===== config.mk =====
export PLATFORM = sky130hd
export DESIGN_NAME = regfile_sb
export DESIGN_NICKNAME = d
export VERILOG_FILES = /design/src/rtl/regfile_sb.sv
export SDC_FILE = /design/constraint.sdc
export NUM_CORES = 2
export LEC_CHECK = 0
export CAP_MARGIN = 20
export CORE_ASPECT_RATIO = 0.8
export CORE_MARGIN = 2
export CORE_UTILIZATION = 51
export CTS_BUF_LIST = sky130_fd_sc_hd__clkbuf_16
export CTS_CLUSTER_DIAMETER = 120
export DETAILED_ROUTE_END_ITERATION = 10
export GPL_ROUTABILITY_DRIVEN = 1
export MAX_ROUTING_LAYER = met4
export PLACE_DENSITY_LB_ADDON = 0.2
export SLEW_MARGIN = 20
export SYNTH_ARGS = -nofsm -noshare
export SYNTH_HDL_FRONTEND = slang
export SYNTH_SLANG_ARGS = --single-unit

===== constraint.sdc =====
create_clock -name clk_i -period 3.1 [get_ports clk_i]
set_clock_uncertainty 0.2 [all_clocks]
set_input_delay 0.93 -clock clk_i [delete_from_list [all_inputs] [get_ports clk_i]]
set_output_delay 0.93 -clock clk_i [all_outputs]
set_load 0.02 [all_outputs]

===== src/rtl/regfile_sb.sv =====
// Multi-ported register file with a one-bit-per-register issue scoreboard.
// Define REGFILE_BYPASS_EN to forward same-cycle write data and busy state to the read ports.
module regfile_sb #(
    parameter  int XLEN  = 32,
    parameter  int NREGS = 32,
    parameter  int NRP   = 2,
    parameter  int NWP   = 2,
    localparam int AW    = $clog2(NREGS)
) (
    input  logic                      clk_i,
    input  logic                      rst_n_i,
    input  logic [NWP-1:0]            we_i,
    input  logic [NWP-1:0][AW-1:0]    wr_addr_i,
    input  logic [NWP-1:0][XLEN-1:0]  wr_d_i,
    input  logic                      iss_valid_i,
    input  logic [AW-1:0]             iss_rd_i,
    input  logic [NRP-1:0][AW-1:0]    rd_addr_i,
    output logic [NRP-1:0][XLEN-1:0]  rd_d_o,
    output logic [NRP-1:0]            rd_busy_o,
    output logic [NREGS-1:0]          busy_o
);

    logic [XLEN-1:0]  regs [NREGS];
    logic [NREGS-1:0] busy;

    // Later ports overwrite earlier ones, and the issue comes last so it wins over a write.
    always_ff @(posedge clk_i or negedge rst_n_i) begin
        if (!rst_n_i) begin
            for (int r = 0; r < NREGS; r++) begin
                regs[r] <= '0;
            end
            busy <= '0;
        end else begin
            for (int w = 0; w < NWP; w++) begin
                if (we_i[w] && (wr_addr_i[w] != '0)) begin
                    regs[wr_addr_i[w]] <= wr_d_i[w];
                    busy[wr_addr_i[w]] <= 1'b0;
                end
            end
            if (iss_valid_i && (iss_rd_i != '0)) begin
                busy[iss_rd_i] <= 1'b1;
            end
        end
    end

    assign busy_o = busy;

    always_comb begin
        for (int p = 0; p < NRP; p++) begin
            rd_d_o[p]    = regs[rd_addr_i[p]];
            rd_busy_o[p] = busy[rd_addr_i[p]];
`ifdef REGFILE_BYPASS_EN
            // Forwarding is suppressed during reset so reads stay at zero.
            for (int w = 0; w < NWP; w++) begin
                if (rst_n_i && we_i[w] && (wr_addr_i[w] != '0) &&
                    (wr_addr_i[w] == rd_addr_i[p])) begin
                    rd_d_o[p]    = wr_d_i[w];
                    rd_busy_o[p] = iss_valid_i && (iss_rd_i == rd_addr_i[p]);
                end
            end
`endif
        end
    end

endmodule


==> results.cfg <==
[sta]
rsz0062_at_grt = true
setup_slack_ns = -0.687
fmax_mhz = 264
max_slew_margin = 0.522
worst_pin_slew_ns = 0.717
setup_violations = 66
hold_viol = 0
drv_slew = 0
layout_min_cycle_time_ns = 3.79
finalCritPeriodShare = 1.22

[die]
core_um2 = 130000
die_h_um = 327
initial_core_util = 0.515
dieArea_um2 = 134000
fp-row-count = 118
ios = 192
die_w_um = 408

[power]
netSwitchingFraction = 0.359
internal-power_w = 0.0325
pwr_density_cell_nw_per_um2 = 565
p_leak_nw = 39.4
irDropWorstVdd_mv = 0.506
comb_power_share = 0.307
power.total_w = 0.0508
clkPwrFrac = 0.281
seq_power_share = 0.412
switchingPower_w = 0.0182

[clock_network]
cts_root_buffer = clkbuf_16
h-tree-depth = 3
cts_tree = built
path_clk_slew_ns = 0.07
clk_latency_ns = 0.77
cts_buffers = 113
clkSinkCount = 1056
cts_buffer_depth = 3

[grt]
grt_overflow_total = 0
use_met2 = 0.678
grt_max_degree = 106
grt_most_used_layer = met2
met3_usage = 0.151
grt_pass1_wl_um = 467000
antenna_found_initial = 5
grt_pass1_vias = 63700
use_met1 = 0.617
groute.usage.overall = 0.496

[worst_hold_path]
hold_path.class = register to register
hold_path_end = regs[1004]
whs_path_depth = 0
min_from = regs[1004]

[detailed_routing]
ant_nets = 0
vias_per_cell = 6.81
wl_per_cell_um = 33.8
remaining_drc_errors = 0
drt_wl_total_um = 332000
drtIter0Drc = 10100
vias = 66900
first_pass_iters = 6

[place]
port_buffers = 191
hpwl_um = 211000
gp_congestion = 1.04

[synth]
synth_cell_types = 47
ys_ff_latch = 1056
syn-num-nets = 7433
netlist.top_cell.by_area = dfrtp_1
syn_inst = 7339
yosysWarnings = 0
avgSynthCellArea_um2 = 9.09
synth-edff-count = 0
ys_top_cells_by_area = dfrtp_1 (40%), mux2i_1 (27%), a21oi_1 (5.1%)
synth_seq_area_share = 0.396
synth_flop_cell = dfrtp_1
syn_area_um2 = 66700
async_flop_share = 1.00
yosysTopAreaCellShare = 0.396

[cells_and_area]
final_util = 0.693
regArea_um2 = 26400
layout_common_cells = mux2i_1 (1,689), dfrtp_1 (1,054), nand2_1 (817)
multi_input_area_um2 = 40200
area_growth_pct = 34.6
fillers = 9905
mostFrequentLayoutCell = mux2i_1
fin_nets = 8074
layout-drive-gt1-share = 0.243

[flow_run]
maxCapViolCount = 0

[setup_path]
crit_arrival_ns = 2.66
path_max_fanout = 6
end_kind = primary output
reg2reg_slack_ns = 1.96
cp-start-kind = input port
criticalPathCategory = input port to primary output
required_ns = 1.97
reg2reg_depth = 3
timing.rr.end = busy_o[17]
reg2reg_from = busy_o[17]

[run_status]
violations = setup timing
status = finished, violations left
-- power by group through the flow --
stage	registers (W)	clock network, W	logic, W
floorplan	0.0196	0	0.00842
global placement	0.0204	0	0.0129
detailed placement	0.0206	0	0.0132
CTS	0.0205	0.0142	0.0146
global route	0.0212	0.0148	0.0165
finish	0.0209	0.0143	0.0156
-- registers in the layout, indices dropped and copies added, names as in the netlist --
name and count:
regs 1024, busy_o 32
-- critical path, cell delays in order --
cell	delay, ns
buf_16	0.15
buf_12	0.16
buf_8	0.13
mux2i_4	0.18
a22o_1	0.21
nor3_1	0.36
a31oi_1	0.11
nand3_2	0.25
buf_6	0.16
-- repair_timing --
action | CTS | global route
pin swaps | 200 | 191
hold buffers | 1 | 0
gates cloned | 38 | 8
endpoints found under the setup margin | 77 | 66
hold endpoints to repair | 16 | 0
resized for setup | 963 | 322
buffers inserted | 207 | 95
-- synthesized netlist by cell type, drive strengths merged (3+ instances only) --
cell type	instances
and3	11
a32o	6
nand3b	7
nor2	639
a21oi	686
nor3b	5
buf	319
nand2	854
a22o	140
o21ai	462
a22oi	261
nand2b	9
nand3	208
o31ai	3
and3b	4
and2	7
mux2i	1808
nor2b	6
or2	6
a31oi	131
a32oi	103
nor3	69
clkbuf	529
dfrtp	1056
or3b	5
-- cell families (layout without fill, tap and decap cells) --
logic type,Yosys count,in the layout,share of synthesized area
flops,1056,1056,0.396
mux,1808,1808,0.271
other cells,0,10,0
buf+inv,849,1586,0.0565
simple gates,1834,1834,0.115
compound gates,1792,1792,0.161
-- layer usage --
metal  up-vias  part of all wire
li1      27600                 -
met1     32400              0.37
met2      5313              0.41
met3      1551              0.13
met4         0             0.093
met5         -                 0
-- through the flow --
step	hold slack (ns)	area [um^2]	cells	setup WS (ns)	setup TNS (ns)
global placement	0.184	77800	9302	-1.74	-272.32
global route	0.209	89800	9820	-0.686	-38.82
detailed placement	0.188	77800	9302	-1.74	-289.48
floorplan	0.249	67700	7339	-0.0642	-4.22
finish	0.202	89800	9826	-0.687	-38.14
CTS	0.202	87600	9739	-0.668	-37.49
-- how the worst max path moves through the flow --
stage | end | start | slack, ns | depth (start not counted)
detailed placement | rd_d_o[43] | rd_addr_i[7] | -1.74 | 10
floorplan | rd_d_o[56] | rd_addr_i[6] | -0.06 | 8
global route | rd_d_o[40] | rd_addr_i[6] | -0.69 | 11
finish | rd_d_o[15] | rd_addr_i[1] | -0.69 | 9
CTS | rd_d_o[40] | rd_addr_i[6] | -0.67 | 11
global placement | rd_d_o[43] | rd_addr_i[7] | -1.74 | 10
-- cell type report --
type | count | area share
Tap cell | 1740 | 0.0242
Clock buffer | 115 | 0.0320
Timing Repair Buffer | 1374 | 0.192
Sequential cell | 1056 | 0.294
Inverter | 1 | 0.0000418
Clock inverter | 96 | 0.00928
Antenna cell | 10 | 0.000279
Multi-Input combinational cell | 5434 | 0.448
No activity file was read; power rests on OpenSTA's default activity.
